==> config.mk <==
export PLATFORM = sky130hd
export DESIGN_NAME = mem_arbiter
export DESIGN_NICKNAME = d
export VERILOG_FILES = /design/src/rtl/mem_arb_pkg.sv /design/src/rtl/mem_lane.sv /design/src/rtl/mem_arbiter.sv
export SDC_FILE = /design/constraint.sdc
export NUM_CORES = 1
export LEC_CHECK = 0
export ABC_AREA = 1
export ABC_CLOCK_PERIOD_IN_PS = 4000
export BUFFER_PORTS_ARGS = -buffer_cell sky130_fd_sc_hd__buf_4
export CORE_MARGIN = 8
export CORE_UTILIZATION = 28
export DETAILED_ROUTE_END_ITERATION = 8
export RECOVER_POWER = 25
export SKIP_LAST_GASP = 1
export SLEW_MARGIN = 20
export SYNTH_ARGS = -nofsm -noshare
export SYNTH_HDL_FRONTEND = slang
export SYNTH_SLANG_ARGS = --single-unit
==> constraint.sdc <==
create_clock -name i_clk -period 4 [get_ports i_clk]
set_input_delay 0.2 -clock i_clk [delete_from_list [all_inputs] [get_ports i_clk]]
set_output_delay 0.2 -clock i_clk [all_outputs]
set_load 0.005 [all_outputs]
==> src/rtl/mem_arb_pkg.sv <==
// Shared types and constants for the CPU memory arbiter.
//   arb_state_t : arbiter FSM state encoding (also exported on the debug port)
//   MSZ_*       : CPU memsize encoding, shared with the CPU store-size logic
//   NOP_INST    : instruction word returned when a fetch times out
package mem_arb_pkg;

  typedef enum logic [1:0] {
    IDLE = 2'd0,
    MEM  = 2'd1,
    RESP = 2'd2
  } arb_state_t;

  localparam logic [1:0] MSZ_NONE = 2'b00;
  localparam logic [1:0] MSZ_BYTE = 2'b01;
  localparam logic [1:0] MSZ_HALF = 2'b10;
  localparam logic [1:0] MSZ_WORD = 2'b11;

  // addi x0, x0, 0
  localparam logic [31:0] NOP_INST = 32'h0000_0013;

endpackage

==> src/rtl/mem_lane.sv <==
// Combinational byte-lane steering between the CPU and a 32-bit memory word.
// Ports:
//   size          in  2   memsize encoding (MSZ_*)
//   off           in  2   byte offset within the word (addr[1:0])
//   wdata         in  32  right-aligned store data from the CPU
//   rdata         in  32  full word read from memory
//   be            out 4   byte enables for a store
//   mwdata        out 32  store data replicated across all candidate lanes
//   rdata_aligned out 32  read word shifted so the addressed byte lands at bit 0
//   misalign      out 1   half on an odd address, or word not on a word boundary
module mem_lane
  import mem_arb_pkg::*;
(
  input  logic [1:0]  size,
  input  logic [1:0]  off,
  input  logic [31:0] wdata,
  input  logic [31:0] rdata,
  output logic [3:0]  be,
  output logic [31:0] mwdata,
  output logic [31:0] rdata_aligned,
  output logic        misalign
);

  // Plain shift only; the CPU applies its own sign/zero extension.
  assign rdata_aligned = rdata >> {off, 3'b000};

  always_comb begin
    be       = 4'b0000;
    mwdata   = 32'h0000_0000;
    misalign = 1'b0;
    case (size)
      MSZ_BYTE: begin
        be     = 4'b0001 << off;
        mwdata = {4{wdata[7:0]}};
      end
      MSZ_HALF: begin
        be       = 4'b0011 << off;
        mwdata   = {2{wdata[15:0]}};
        misalign = off[0];
      end
      MSZ_WORD: begin
        be       = 4'b1111;
        mwdata   = wdata;
        misalign = (off != 2'b00);
      end
      default: begin
        be       = 4'b0000;
        mwdata   = 32'h0000_0000;
        misalign = 1'b0;
      end
    endcase
  end

endmodule

==> src/rtl/mem_arbiter.sv <==
// Shares one single-port, variable-latency memory between CPU instruction
// fetch and data load/store.
// Ports:
//   i_clk, i_rst                  clock, synchronous active-high reset
//   i_ireq, i_iaddr               fetch request / word address
//   o_ivalid, o_irdata            fetch completion pulse / instruction word
//   i_dreq, i_dwrite, i_daddr,
//   i_dsize, i_dwdata             data request, store flag, byte address, size, store data
//   o_dvalid, o_drdata, o_derr    data completion pulse / aligned load data / error
//   o_mreq, o_mwe, o_maddr,
//   o_mbe, o_mwdata               memory request side (registered, stable while o_mreq=1)
//   i_mrdata, i_mready            memory read word / completion
//   o_dbg_state                   current FSM state
//
// Handshake: a requester raises i_ireq or i_dreq with its inputs stable and
// holds them until the matching one-cycle o_ivalid / o_dvalid pulse; in that
// pulse cycle it either drops the request or presents a new one, because a
// request seen high in IDLE is always treated as new. On the memory side
// o_mreq and its address/data stay constant until the cycle i_mready=1.
module mem_arbiter
  import mem_arb_pkg::*;
#(
  parameter int ADDR_W      = 32,
  parameter int TIMEOUT     = 255,
  parameter int MAX_DSTREAK = 4
) (
  input  logic              i_clk,
  input  logic              i_rst,
  input  logic              i_ireq,
  input  logic [ADDR_W-1:0] i_iaddr,
  output logic              o_ivalid,
  output logic [31:0]       o_irdata,
  input  logic              i_dreq,
  input  logic              i_dwrite,
  input  logic [ADDR_W-1:0] i_daddr,
  input  logic [1:0]        i_dsize,
  input  logic [31:0]       i_dwdata,
  output logic              o_dvalid,
  output logic [31:0]       o_drdata,
  output logic              o_derr,
  output logic              o_mreq,
  output logic              o_mwe,
  output logic [ADDR_W-1:0] o_maddr,
  output logic [3:0]        o_mbe,
  output logic [31:0]       o_mwdata,
  input  logic [31:0]       i_mrdata,
  input  logic              i_mready,
  output arb_state_t        o_dbg_state
);

  localparam int CNT_W = $clog2(TIMEOUT + 1);
  localparam int STK_W = $clog2(MAX_DSTREAK + 1);

  arb_state_t       state;
  logic             gnt_data;   // 1 = current transaction belongs to the data port
  logic             lat_we;
  logic [1:0]       lat_off;
  logic [CNT_W-1:0] tcnt;
  logic [STK_W-1:0] streak;

  logic [1:0]  lane_off;
  logic [3:0]  lane_be;
  logic [31:0] lane_wdata;
  logic [31:0] lane_rdata;
  logic        lane_misalign;
  logic        data_win;
  logic        bypass;
  logic [1:0]  unused_iaddr;

  assign unused_iaddr = i_iaddr[1:0];
  assign o_dbg_state  = state;

  // In IDLE the lane looks at the live request; afterwards only the latched
  // offset matters, for aligning the returned read word.
  assign lane_off = (state == IDLE) ? i_daddr[1:0] : lat_off;

  mem_lane u_lane (
    .size          (i_dsize),
    .off           (lane_off),
    .wdata         (i_dwdata),
    .rdata         (i_mrdata),
    .be            (lane_be),
    .mwdata        (lane_wdata),
    .rdata_aligned (lane_rdata),
    .misalign      (lane_misalign)
  );

  // Data has priority, but a pending fetch is let through after
  // MAX_DSTREAK consecutive data grants so instruction flow never starves.
  assign data_win = i_dreq && (!i_ireq || (streak != STK_W'(MAX_DSTREAK)));
  assign bypass   = (i_dsize == MSZ_NONE) || lane_misalign;

  always_ff @(posedge i_clk) begin
    if (i_rst) begin
      state    <= IDLE;
      gnt_data <= 1'b0;
      lat_we   <= 1'b0;
      lat_off  <= 2'b00;
      tcnt     <= '0;
      streak   <= '0;
      o_ivalid <= 1'b0;
      o_irdata <= 32'h0;
      o_dvalid <= 1'b0;
      o_drdata <= 32'h0;
      o_derr   <= 1'b0;
      o_mreq   <= 1'b0;
      o_mwe    <= 1'b0;
      o_maddr  <= '0;
      o_mbe    <= 4'b0000;
      o_mwdata <= 32'h0;
    end else begin
      o_ivalid <= 1'b0;
      o_dvalid <= 1'b0;
      case (state)
        IDLE: begin
          if (!i_ireq) streak <= '0;
          if (data_win) begin
            gnt_data <= 1'b1;
            lat_we   <= i_dwrite;
            lat_off  <= i_daddr[1:0];
            if (i_ireq) streak <= streak + 1'b1;
            if (bypass) begin
              // No-op or misaligned: answer directly without touching memory.
              state    <= RESP;
              o_dvalid <= 1'b1;
              o_derr   <= lane_misalign;
              o_drdata <= 32'h0;
            end else begin
              state    <= MEM;
              tcnt     <= '0;
              o_mreq   <= 1'b1;
              o_mwe    <= i_dwrite;
              o_maddr  <= {i_daddr[ADDR_W-1:2], 2'b00};
              o_mbe    <= i_dwrite ? lane_be : 4'b0000;
              o_mwdata <= i_dwrite ? lane_wdata : 32'h0;
            end
          end else if (i_ireq) begin
            gnt_data <= 1'b0;
            streak   <= '0;
            state    <= MEM;
            tcnt     <= '0;
            o_mreq   <= 1'b1;
            o_mwe    <= 1'b0;
            o_maddr  <= {i_iaddr[ADDR_W-1:2], 2'b00};
            o_mbe    <= 4'b0000;
            o_mwdata <= 32'h0;
          end
        end
        MEM: begin
          if (i_mready) begin
            state  <= RESP;
            o_mreq <= 1'b0;
            o_mwe  <= 1'b0;
            o_mbe  <= 4'b0000;
            if (gnt_data) begin
              o_dvalid <= 1'b1;
              o_derr   <= 1'b0;
              o_drdata <= lat_we ? 32'h0 : lane_rdata;
            end else begin
              o_ivalid <= 1'b1;
              o_irdata <= i_mrdata;
            end
          end else begin
            tcnt <= tcnt + 1'b1;
            // tcnt reaches TIMEOUT together with this abort.
            if (tcnt == CNT_W'(TIMEOUT - 1)) begin
              state  <= RESP;
              o_mreq <= 1'b0;
              o_mwe  <= 1'b0;
              o_mbe  <= 4'b0000;
              if (gnt_data) begin
                o_dvalid <= 1'b1;
                o_derr   <= 1'b1;
                o_drdata <= 32'h0;
              end else begin
                o_ivalid <= 1'b1;
                o_irdata <= NOP_INST;
              end
            end
          end
        end
        RESP: state <= IDLE;
        default: state <= IDLE;
      endcase
    end
  end

endmodule

# [Word-level counts from Yosys, hierarchy flattened]
# Index checks and enable logic that the tools add are counted.
[word_totals] register_bits=154 inputBits=136
[op_classes] n_addsub=2 eq_ne=14 shifts=3 muxes=70 bitwise_logic=2 n_reduce_logical=19
[ops] operator="2-to-1 mux 32 bit" count=18
[ops] operator="one-hot mux 32 bit (3 select lines)" count=1
[ops] operator="one-hot mux 32 bit (2 select lines)" count=1
[ops] operator="2-to-1 mux 8 bit" count=4
[ops] operator="right shift 32 x 5 -> 32 bit" count=1
[ops] operator="2-to-1 mux 4 bit" count=6
[ops] operator="2-to-1 mux 1 bit" count=23
[ops] operator="one-hot mux 8 bit (2 select lines)" count=1
[ops] operator="2-to-1 mux 2 bit" count=6
[ops] operator="inequality test 3 bit, second input constant" count=4
[ops] operator="one-hot mux 4 bit (3 select lines)" count=1
[ops] operator="inequality test 2 bit, second input constant" count=5
[ops] operator="one-hot mux 1 bit (2 select lines)" count=5
[ops] operator="adder 8 x 1 -> 8 bit, second input constant" count=1
[ops] operator="== test 8 bit, second input constant" count=1
[ops] operator="one-hot mux 4 bit (2 select lines)" count=1
[ops] operator="AND reduction 4 bit" count=2
[ops] operator="nonzero test 2 bit" count=4
[ops] operator="2-to-1 mux 3 bit" count=2
[ops] operator="AND reduction 2 bit" count=3
[ops] operator="AND reduction 3 bit" count=2
[ops] operator="AND reduction 5 bit" count=1
[ops] operator="== test 2 x 1 -> 1 bit, second input constant" count=2
[ops] operator="== test 2 bit, second input constant" count=2
[ops] operator="10 further kinds" count=13

# [Longest topological paths before layout]
[depth] ltp_word=8 ltp_mapped=13 depth_no_buf=12

# [Cells and area by module]
# From an unflattened synthesis, not the netlist that was laid out.
[unflattened] hier_cells=1133 hier_area_um2=7557.2
[modules_own_cells] mod="mem_arbiter" instances=1 cells_each=861 area_each_um2=6282.3 seq_area_each_um2=3042.9
[modules_own_cells] mod="mem_lane" instances=1 cells_each=272 area_each_um2=1275.0 seq_area_each_um2=0.0

# [Worst setup path before layout]
# OpenSTA, ideal clock, no wires.
[synth_timing] path_type="flip-flop to flip-flop" startpoint="register streak[0]" endpoint="register o_maddr[10]" setup_ps=132 t_arrival_ps=1564 required_ps=3868 path_slack_ps=2304 path_stages_with_launch=9 path_buffers=1 synth_period_minus_slack_ps=1696 cell_sequence="dfxtp_1 inv_1 ha_1 nand3_1 nand2_1 clkbuf_1 mux2_2 nand3_1 a21oi_1"
[synth_via] elab_chain_cells=5 elab_cells_between_ends=7
[synth_lines] item="from (decl)" line="mem_arbiter.sv:59" rtl="logic [STK_W-1:0] streak;"
[synth_lines] item="from (signal assigned)" line="mem_arbiter.sv:121" rtl="if (i_ireq) streak <= streak + 1'b1;"
[synth_lines] item="inequality test 3 bit (*)" line="mem_arbiter.sv:90" rtl="assign data_win = i_dreq && (!i_ireq || (streak != STK_W'(MAX_DSTREAK)));"
[synth_lines] item="logical OR 1 bit (*)" line="mem_arbiter.sv:90"
[synth_lines] item="logical AND 1 bit (*)" line="mem_arbiter.sv:90"
[synth_lines] item="inequality test 2 bit (no line) or nonzero test 2 bit (tied branches)"
[synth_lines] item="AND reduction 3 bit (no line)"
[synth_lines] item="to (signal assigned)" line="mem_arbiter.sv:133" rtl="o_maddr <= {i_daddr[ADDR_W-1:2], 2'b00};"
[synth_lines] item="to (signal assigned)" line="mem_arbiter.sv:144" rtl="o_maddr <= {i_iaddr[ADDR_W-1:2], 2'b00};"
[synth_lines] item="to (decl)" line="mem_arbiter.sv:43" rtl="output logic [ADDR_W-1:0] o_maddr,"
# Every way passes the cells marked *; elsewhere a longest branch is shown, timed or not.
# A chain may end at the register's enable or synchronous reset.

# [Worst setup path after layout]
[layout_timing] startpoint="register state[1], in the netlist o_dbg_state[1]" endpoint="register o_maddr[19]"
[layout_via] elab_chain_cells=7
[layout_lines] item="from (decl)" line="mem_arbiter.sv:54" rtl="arb_state_t state;"
[layout_lines] item="from (signal assigned)" line="mem_arbiter.sv:95" rtl="state <= IDLE;"
[layout_lines] item="from (signal assigned)" line="mem_arbiter.sv:124" rtl="state <= RESP;"
[layout_lines] item="from (signal assigned)" line="mem_arbiter.sv:129" rtl="state <= MEM;"
[layout_lines] item="zero test 2 bit (*)" line="mem_arbiter.sv:75, mem_arbiter.sv:114"
[layout_lines] item="2-to-1 mux 2 bit" line="mem_arbiter.sv:75" rtl="assign lane_off = (state == IDLE) ? i_daddr[1:0] : lat_off;"
[layout_lines] item="nonzero test 2 bit" line="mem_lane.sv:44" rtl="misalign = (off != 2'b00);"
[layout_lines] item="one-hot mux 1 bit (2 select lines)" line="mem_lane.sv:31" rtl="case (size)"
[layout_lines] item="logical OR 1 bit" line="mem_arbiter.sv:91" rtl="assign bypass = (i_dsize == MSZ_NONE) || lane_misalign;"
[layout_lines] item="inequality test 2 bit (no line)"
[layout_lines] item="AND reduction 3 bit (no line) (*)"
# Marks and branches as above.

==> results.toml <==
[status]
status = "complete, no violations"

[cts]
numCtsBuffers = 17
cts_resized = 0
clockBufferDepth = 2
hold_buffers = 0
cts_sinks = 152
cts-root-buf = "clkbuf_16"
htreeDepth = 4
clk_pin_slew_worst_paths_ns = 0.07
cts_setup_buffers = 0
cts_tree = "yes"
worstSkewPairLatency_ns = 0.42

[logic_synthesis]
synthMostInstantiatedCell = "nand2_1"
yosysSeqAreaShare_pct = 40.4
synth_area_leaders = "dfxtp_1 (40%), nand2_1 (15%), a21oi_1 (9.6%)"
synth_compound_area_share_pct = 14.2
synth_common_cells = "nand2_1 (311), dfxtp_1 (152), a21oi_1 (144)"
synth-adder-area-share_pct = 1.49
synth_top_family_by_area = "simple AND/OR/NAND/NOR gates"
synth_edf_count = 0
syn_area_um2 = 7540
yosysTopAreaCell = "dfxtp_1"
avgSynthCellArea_um2 = 6.99
syn_inst = 1078
synth.area.mux_share_pct = 4.48
yosys.area_share.simple_pct = 31.3
synth_xor_area_share_pct = 0
ys_seq_elements = 152
synthFlopType = "dfxtp_1"
synth_top_area_share_pct = 40.4
async_flop_share_pct = 0
ys_warn_count = 0
synth_cell_types = 34

[place]
dpl_cell_area_um2 = 9690
gp_congestion = 0.933
portBuffers = 270
place_ws_ns = 1.02
dp_hpwl_um = 20500

[worst_setup_path]
required_ns = 4.27
critical_path_class = "reg2reg"
startpoint_type = "flop"
path_common_cell = "nand2_2"
cp_max_fo = 32
crit_path_cell_trace = "inv_2, nand2_2, nand2_2, nand2_2, nand2_2, nand3_2, nand2_2, nand2_4, nand2_2, buf_4, nand2_1, a21oi_1"
slowest_delay_ns = 0.48
end_kind = "flop"
slowest_stage = "nand2_2"
cp.arrival_ns = 3.24

[timing]
fin_hold_ws_ns = 0.0543
setup-tns-final_ns = 0
tightest_slew_ns = 1.10
fin_crit_sh_pct = 74.1
rsz0062_at_grt = "false"
max_freq_mhz = 337
setup_viol = 0
fin_skew_ns = 0.00792
hold_viol_final = 0
layout_setup_ws_ns = 1.04
relSlewSlack_pct = 26.2
slew_viol_final = 0
fin_crit_ns = 2.96

[drt]
num_vias = 8089
drt_iter0_markers = 740
dr.pass1.iters = 5
viasPerCell = 4.89
ant_nets = 0
post_drt_wl_per_cell_um = 16.8
totalWireLength_um = 27800
drc = 0

[final_layout]
regArea_um2 = 3040
drive_above_1_share_pct = 25.1
fin_area_um2 = 10200
area_delta_synth_final_pct = 35.0
multi_input_area_um2 = 3900
final_nets = 1446
n_antenna_cell = 0
fill_cells = 2909

[floorplanning]
rows = 60
coreArea_um2 = 26700
die-width_um = 180
die_h_um = 180
start_util_pct = 28.2
dieArea_um2 = 32400
io_pins = 275

[global_route]
busiest_layer = "met2"
use_met3_pct = 5.44
grt_max_degree = 75
antenna_found_initial = 1
grt_pass1_wl_um = 43200
grt-ovfl-total = 0
track_usage_pct = 16.3
use_met1_pct = 20.2
grt_pass1_vias = 7757
use_met2_pct = 26.6

[power]
p_leak_nw = 4.30
vdd_drop_max_mv = 0.244
power.density_nw_per_um2 = 449
power_mw = 4.57

[hold_path]
hold_class = "in2reg"

[job]
maxCapViolCount = 0
## area by class of cell
type                       count  area share (%)
tap                          341            4.19
multi-input combinational    792            38.4
timing repair buffer         281            19.4
clock inverter                12            1.62
inverter                      57            2.10
sequential                   152            29.9
clock buffer                  19            4.35
## path summary, 6_finish.rpt
check | to | from | cells past startpoint | slack [ns]
hold / removal | o_irdata[3] | i_mrdata[3] | 3 | 0.05
hold reg to reg | o_irdata[9] | o_irdata[9] | 2 | 0.46
setup / recovery | o_maddr[19] | o_dbg_state[1] | 12 | 1.04
setup reg to reg | o_maddr[19] | o_dbg_state[1] | 12 | 1.04
## layout by cell type, fill, tap and decap left out, types with 2 or more instances in the layout
master,count
nand2_1,311
buf_4,209
dfxtp_1,152
a21oi_1,144
nand3_1,113
nor2_1,63
inv_1,54
o21ai_0,48
clkbuf_4,37
clkbuf_1,36
mux2_2,30
nand4_1,24
clkbuf_16,17
nor3_1,9
ha_1,9
nand2_2,8
a311oi_1,8
nor2_2,4
inv_6,4
nor2_4,3
inv_2,3
nand3b_1,3
clkinvlp_4,3
bufinv_16,3
nand3_4,2
nand3_2,2
o21ai_1,2
conb_1,2
clkinv_4,2
## power by group
group          internal, mW  leakage (nW)  switching (mW)
registers              1.64          1.24          0.0711
logic                 0.428          2.77           0.721
clock network          1.01         0.287           0.701
total                  3.07          4.30            1.49
## layer usage
layer,share of wire [%],routed length (µm)
met1,44,12200
met2,46,12700
met3,8.5,2370
met4,2.0,552
met5,0.047,13
## sequential cells by signal, indices dropped and copies added (netlist names)
name / cells
o_dbg_state: 2
o_drdata: 32
tcnt: 8
lat_we: 1
o_mwdata: 32
o_ivalid: 1
o_derr: 1
o_maddr: 30
gnt_data: 1
o_irdata: 32
o_mreq: 1
o_dvalid: 1
lat_off: 2
o_mwe: 1
o_mbe: 4
streak: 3
## logic make-up (layout without fill, tap and decap cells)
kind of cell               count (synthesis)  count (layout)
adders and majority gates                  9               9
AOI/OAI and AO/OA                        206             206
DFF                                      152             152
and+or+nand+nor                          545             545
muxes                                     30              30
other                                      1               2
buffers and inverters                    135             369
## worst max-delay path: cells and delay by family (launching register included)
family                 cells  cell delay (ns)
AOI/OAI and AO/OA          1             0.06
buffers and inverters      2             0.50
DFF                        1             0.47
and+or+nand+nor            9             1.77
## through the flow
stage | util [%] | cells
2_1_floorplan | - | 1079
3_3_place_gp | 36.3 | 1623
3_5_place_dp | 36.3 | 1623
4_1_cts | 38.5 | 1654
5_1_grt | 38.1 | 1654
6_report | 38.1 | 1654
(Power assumes the default switching activity.)
